<file path="src/rtl/puzzle_move_unit.sv">
// Applies one blank-tile move to an 8-puzzle board read from the register file and
// writes the moved board back, reporting legality, goal match and the blank position.
module puzzle_move_unit #(
    parameter int unsigned WIDTH  = 44,
    parameter int unsigned ADDR_W = 5
) (
    input  logic              clk,
    input  logic              rst_n,
    input  logic              start,
    input  logic [ADDR_W-1:0] src_addr,
    input  logic [ADDR_W-1:0] dst_addr,
    input  logic [1:0]        dir,
    output logic [ADDR_W-1:0] rf_src,
    input  logic [WIDTH-1:0]  rf_rdata,
    output logic [ADDR_W-1:0] rf_dst,
    output logic              rf_we,
    output logic [WIDTH-1:0]  rf_wdata,
    output logic              busy,
    output logic              done,
    output logic              illegal,
    output logic              is_goal,
    output logic [3:0]        blank_pos
);

    localparam int unsigned CELLS     = 9;
    localparam int unsigned NIB       = 4;
    localparam int unsigned BOARD_W   = CELLS * NIB;
    localparam int unsigned DEPTH_W   = 8;
    localparam logic [BOARD_W-1:0] GOAL = 36'h012345678;
    localparam logic [3:0]   LAST_CELL = 4'd8;
    localparam logic [3:0]   NO_BLANK  = 4'hF;

    typedef enum logic [2:0] {
        S_IDLE, S_LOAD, S_SCAN, S_SWAP, S_WRITE, S_FAIL
    } state_e;

    state_e              state_q, state_d;
    logic [WIDTH-1:0]    board_q, board_d;
    logic [3:0]          cnt_q, cnt_d;
    logic [1:0]          dir_q, dir_d;
    logic [ADDR_W-1:0]   rf_src_q, rf_src_d, rf_dst_q, rf_dst_d;
    logic [WIDTH-1:0]    rf_wdata_q, rf_wdata_d;
    logic                rf_we_q, rf_we_d, busy_q, busy_d, done_q, done_d;
    logic                illegal_q, illegal_d, is_goal_q, is_goal_d;
    logic [3:0]          blank_pos_q, blank_pos_d;

    logic [3:0]          scan_cell_c, tgt_c, tgt_val_c;
    logic [1:0]          row_c, col_c;
    logic                move_ok_c;
    logic [WIDTH-1:0]    swapped_c;

    // Nibble under the scan pointer, plus row/column, target and legality of the blank
    always_comb begin
        scan_cell_c = 4'h0;
        for (int unsigned k = 0; k < CELLS; k++) begin
            if (4'(k) == cnt_q) scan_cell_c = board_q[NIB*(CELLS-1-k) +: NIB];
        end
        row_c = (blank_pos_q < 4'd3) ? 2'd0 : (blank_pos_q < 4'd6) ? 2'd1 : 2'd2;
        col_c = 2'(blank_pos_q - 4'(row_c) * 4'd3);
        tgt_c     = blank_pos_q;
        move_ok_c = 1'b0;
        case (dir_q)
            2'd0: begin move_ok_c = (row_c != 2'd0); tgt_c = blank_pos_q - 4'd3; end
            2'd1: begin move_ok_c = (row_c != 2'd2); tgt_c = blank_pos_q + 4'd3; end
            2'd2: begin move_ok_c = (col_c != 2'd0); tgt_c = blank_pos_q - 4'd1; end
            default: begin move_ok_c = (col_c != 2'd2); tgt_c = blank_pos_q + 4'd1; end
        endcase
        if (blank_pos_q == NO_BLANK) move_ok_c = 1'b0;
    end

    // Board with blank and target swapped and depth bumped (wraps mod 256)
    always_comb begin
        tgt_val_c = 4'h0;
        for (int unsigned k = 0; k < CELLS; k++) begin
            if (4'(k) == tgt_c) tgt_val_c = board_q[NIB*(CELLS-1-k) +: NIB];
        end
        swapped_c = board_q;
        for (int unsigned k = 0; k < CELLS; k++) begin
            if (4'(k) == blank_pos_q)  swapped_c[NIB*(CELLS-1-k) +: NIB] = tgt_val_c;
            else if (4'(k) == tgt_c)   swapped_c[NIB*(CELLS-1-k) +: NIB] = 4'h0;
        end
        swapped_c[BOARD_W +: DEPTH_W] = board_q[BOARD_W +: DEPTH_W] + 8'd1;
    end

    always_ff @(posedge clk) begin
        if (!rst_n) state_q <= S_IDLE;
        else        state_q <= state_d;
    end

    always_comb begin
        state_d = state_q;
        case (state_q)
            S_IDLE:  if (start) state_d = S_LOAD;
            S_LOAD:  state_d = S_SCAN;
            S_SCAN:  if (scan_cell_c == 4'h0 || cnt_q == LAST_CELL) state_d = S_SWAP;
            S_SWAP:  state_d = move_ok_c ? S_WRITE : S_FAIL;
            S_WRITE: state_d = S_IDLE;
            S_FAIL:  state_d = S_IDLE;
            default: state_d = S_IDLE;
        endcase
    end

    // Next values of the datapath and registered outputs
    always_comb begin
        board_d     = board_q;
        cnt_d       = cnt_q;
        dir_d       = dir_q;
        rf_src_d    = rf_src_q;
        rf_dst_d    = rf_dst_q;
        rf_wdata_d  = rf_wdata_q;
        illegal_d   = illegal_q;
        is_goal_d   = is_goal_q;
        blank_pos_d = blank_pos_q;
        rf_we_d     = (state_d == S_WRITE);
        done_d      = (state_d == S_WRITE) || (state_d == S_FAIL);
        busy_d      = (state_d != S_IDLE);
        case (state_q)
            S_IDLE: if (start) begin
                rf_src_d    = src_addr;
                rf_dst_d    = dst_addr;
                dir_d       = dir;
                cnt_d       = 4'd0;
                illegal_d   = 1'b0;
                is_goal_d   = 1'b0;
                blank_pos_d = 4'd0;
            end
            S_LOAD: board_d = rf_rdata;
            S_SCAN: begin
                if (scan_cell_c == 4'h0)     blank_pos_d = cnt_q;
                else if (cnt_q == LAST_CELL) blank_pos_d = NO_BLANK;
                else                         cnt_d = cnt_q + 4'd1;
            end
            S_SWAP: begin
                if (move_ok_c) begin
                    rf_wdata_d = swapped_c;
                    is_goal_d  = (swapped_c[BOARD_W-1:0] == GOAL);
                end else begin
                    illegal_d  = 1'b1;
                end
            end
            default: ;
        endcase
    end

    always_ff @(posedge clk) begin
        if (!rst_n) begin
            board_q     <= '0;
            cnt_q       <= '0;
            dir_q       <= '0;
            rf_src_q    <= '0;
            rf_dst_q    <= '0;
            rf_wdata_q  <= '0;
            rf_we_q     <= 1'b0;
            busy_q      <= 1'b0;
            done_q      <= 1'b0;
            illegal_q   <= 1'b0;
            is_goal_q   <= 1'b0;
            blank_pos_q <= '0;
        end else begin
            board_q     <= board_d;
            cnt_q       <= cnt_d;
            dir_q       <= dir_d;
            rf_src_q    <= rf_src_d;
            rf_dst_q    <= rf_dst_d;
            rf_wdata_q  <= rf_wdata_d;
            rf_we_q     <= rf_we_d;
            busy_q      <= busy_d;
            done_q      <= done_d;
            illegal_q   <= illegal_d;
            is_goal_q   <= is_goal_d;
            blank_pos_q <= blank_pos_d;
        end
    end

    assign rf_src    = rf_src_q;
    assign rf_dst    = rf_dst_q;
    assign rf_we     = rf_we_q;
    assign rf_wdata  = rf_wdata_q;
    assign busy      = busy_q;
    assign done      = done_q;
    assign illegal   = illegal_q;
    assign is_goal   = is_goal_q;
    assign blank_pos = blank_pos_q;

endmodule

</file>
<file path="config.mk">
export PLATFORM = sky130hd
export DESIGN_NAME = puzzle_move_unit
export DESIGN_NICKNAME = d
export VERILOG_FILES = /design/src/rtl/puzzle_move_unit.sv
export SDC_FILE = /design/constraint.sdc
export NUM_CORES = 1
export LEC_CHECK = 0
export BUFFER_PORTS_ARGS = -buffer_cell sky130_fd_sc_hd__buf_2
export CAP_MARGIN = 30
export CORE_MARGIN = 10
export CORE_UTILIZATION = 25
export DETAILED_ROUTE_END_ITERATION = 6
export PLACE_DENSITY = 0.47
export RECOVER_POWER = 25
export SLEW_MARGIN = 0
export SYNTH_ARGS = -nofsm -noshare
export SYNTH_HDL_FRONTEND = slang
export SYNTH_SLANG_ARGS = --single-unit
</file>
<file path="constraint.sdc">
create_clock -name clk -period 8.99 [get_ports clk]
set_input_delay 0.4495 -clock clk [delete_from_list [all_inputs] [get_ports clk]]
set_output_delay 0.4495 -clock clk [all_outputs]
set_load 0.05 [all_outputs]
</file>
==> summary.md <==
| Metric | Value |
|---|---|
| Pleak | `2.98 nW` |
| All-Layer GR Usage | `14.4%` |
| Clk sink count | `116` |
| CTS Root Cell | `clkbuf_16` |
| Start point of the critical path | `blank_pos[0]` |
| Number of global-route vias before repair | `5864` |
| Die footprint | `31500 um^2` |
| Hold depth | `3` |
| CP max FO | `15` |
| Main flop type after synthesis | `dfxtp_1` |
| Antenna violations before repair | `0` |
| Post-route ant nets | `0` |
| VDD IR max | `0.0846 mV` |
| Finished Layout Cells | `1187` |
| Clk_lat worst skew | `0.42 ns` |
| Grt total ovfl | `0` |
| Syn_nets | `830` |
| Ports | `122` |
| Most frequent cell after synthesis | `nand2_1` |
| Ranking of synthesized cells by area | `dfxtp_1 (37%), nand2_1 (10%), a21boi_0 (7.0%), o211a_1 (3.7%), nor2_1 (2.8%)` |
| Status | `finished, violations left` |
| Wire length per cell | `19.3 um` |
| Dpl hpwl | `17000 um` |
| Filler cell count | `2705` |
| Failing checks | `max-capacitance violations, max-slew violations` |
| WHS | `0.268 ns` |
| Worst setup path class | `reg2reg` |
| Period utilization | `47.4%` |
| Reg2Reg Launch Point | `blank_pos[0]` |
| Core Area | `24400 um^2` |
| Synthesized area | `6210 um^2` |
| Row count | `57` |
| Diode count | `0` |
| Pwr/cell area | `229 nW/um^2` |
| Die height | `178 um` |
| Net switching power | `0.000639 W` |
| Pin count of the biggest net entering global routing | `90` |
| Worst Tran Pin Value | `1.61 ns` |
| Layout cells sized above 1 | `16.1%` |
| Slew HR | `-7.36%` |
| Htree depth | `4` |
| Avg Inst Size Synth | `8.20 um^2` |
| Initial Util | `25.4%` |
| Internal Power | `0.00110 W` |
| Drt via density | `5.00` |
| Setup Viol. Count Final | `0` |
| Port buffer count | `121` |
| Yosys warns | `0` |
| Worst Setup EP | `is_goal` |
| Setup repair bufs after CTS | `0` |
| Reg-to-Reg End | `is_goal` |
| RSZ-0062 raised after global routing | `false` |
| Final #Nets | `923` |
| Syn Inst Count | `757` |
| Worst R2R Path Depth | `12` |
| Setup TNS | `0 ns` |
| Synth cell count leaders | `nand2_1 (173), dfxtp_1 (116), a21boi_0 (58)` |
| Synth area leader | `dfxtp_1` |
| Sw Share | `36.8%` |
| CP startpoint kind | `flip-flop` |
| Seq pwr share | `36.1%` |
| CTS tree | `yes` |
| DR iter-0 viols | `474` |
| Placed inst area | `7060 um^2` |
| Clk slew on worst S/H paths | `0.06 ns` |
| Post-CTS Resized | `0` |
| Area delta synth->final | `22.2%` |
| Vias post-DR | `5933` |
| Crit path DAT | `4.61 ns` |
| Drt total wl | `23000 um` |
| Post-synthesis sequential area ratio | `37.4%` |
| Hold Path Class | `in2reg` |
| Netlist cell types | `68` |
| First-pass GRT wire length | `35100 um` |
| 1st-pass router iterations | `5` |
| Minimum clock period | `4.26 ns` |
| CTS Buf Count | `17` |
| Hold Path Origin | `rf_rdata[38]` |
| Post-route DRC | `0` |
| CTS Buffer Depth | `2` |
| Slew Limit Fails | `35` |
| GPL Wtd Cong | `0.932` |
| Endpoints failing hold | `0` |
| Cts hold-fix bufs | `0` |
| Die X | `178 um` |
| Max_cap viols | `1` |
| Dpl cells | `1155` |
| Synth Register Bits | `116` |
| Comb pwr share | `25.3%` |
| Post-synth top area share | `37.4%` |
| Clock skew | `0.00994 ns` |
| Post-synth ARST share | `0%` |
| Setup crit end kind | `flip-flop` |
| Final instance area | `7580 um^2` |
| R2R setup slack | `4.73 ns` |
| Max Fclk | `235 MHz` |
| Post-synth EDFFs | `0` |
| WP data required | `9.34 ns` |
| Clk pwr share | `38.5%` |
[final cells by class]
type,count,area (um^2),share of cell area (%)
multi-input combinational,574,3620,47.8
sequential,116,2320,30.6
timing repair buffer,128,607,8.00
clock buffer,19,453,5.97
tap,324,405,5.35
clock inverter,13,121,1.60
inverter,13,48.8,0.644
[kinds of logic (layout without fill, tap and decap cells)]
kind of cell               after synthesis  in the layout  share of synthesized area, %
DFF                                    116            116                          37.4
xor gates and xnor gates                17             17                          2.52
and+or+nand+nor                        311            311                          22.9
buffers and inverters                   67            173                          4.39
muxes                                   13             13                          2.90
AOI/OAI and AO/OA                      218            218                          26.7
adders and majority gates               15             15                          3.10
[registers in the layout, indices dropped and copies added, names as in the netlist]
name       cells
rf_dst         5
cnt_q          4
board_q       44
dir_q          2
rf_we          1
blank_pos      4
illegal        1
rf_wdata      44
rf_src         5
done           1
busy           1
is_goal        1
state_q        3
[cell usage in the layout (no fill, tap or decap), drive strengths merged, types with 9 or more instances in the layout]
cell / n
nand3: 12
a31oi: 11
a22oi: 21
dfxtp: 116
o211a: 23
xnor2: 11
a211oi: 17
clkbuf: 60
a21boi: 58
nor2: 47
inv: 16
nor3: 11
and2: 16
buf: 87
mux2i: 9
nand2: 173
or3: 10
ha: 13
a21oi: 22
o21ai: 21
[through the flow]
step | utilization (%) | total power (W) | setup slack, ns
3_5_place_dp | 28.9 | 0.00108 | 4.81
3_3_place_gp | 28.9 | 0.00108 | 4.76
5_1_grt | 31.1 | 0.00182 | 4.43
6_report | 31.1 | 0.00174 | 4.73
2_1_floorplan | - | 0.000930 | 4.47
4_1_cts | 31.3 | 0.00175 | 4.78
[routing by layer]
metal	global-route usage, %	up-vias	wire length [um]	part of all wire [%]
met5	0	-	0	0
met4	4.55	0	391	1.7
met3	4.46	24	1570	6.9
met2	22.7	206	10600	46
met1	18.5	2803	10400	45
li1	-	2900	-	-
[how the worst min path moves through the flow]
stage | endpoint | slack, ns
2_1_floorplan | board_q[43] | 0.46
3_3_place_gp | rf_dst[3] | 0.45
3_5_place_dp | rf_dst[2] | 0.46
4_1_cts | board_q[38] | 0.25
5_1_grt | board_q[11] | 0.27
6_report | board_q[38] | 0.27
[worst max-delay path: stages (launching register included)]
cell,delay [ns]
dfxtp_1,0.33
clkinv_1,0.37
fa_1,0.57
nand2b_1,0.16
o211a_1,0.18
or3_1,0.64
or4_4,0.65
a31oi_4,0.40
a32o_1,0.19
o2111ai_1,0.11
nor4_1,0.31
nand4_1,0.13
o21ai_1,0.15
[power groups by stage]
stage | sequential (W) | clock, W | combinational (W)
floorplan | 0.000645 | 0 | 0.000285
global placement | 0.000637 | 0 | 0.000446
detailed placement | 0.000637 | 0 | 0.000442
CTS | 0.000625 | 0.000684 | 0.000444
global route | 0.000634 | 0.000706 | 0.000483
finish | 0.000627 | 0.000669 | 0.000440
(Power assumes the default switching activity.)
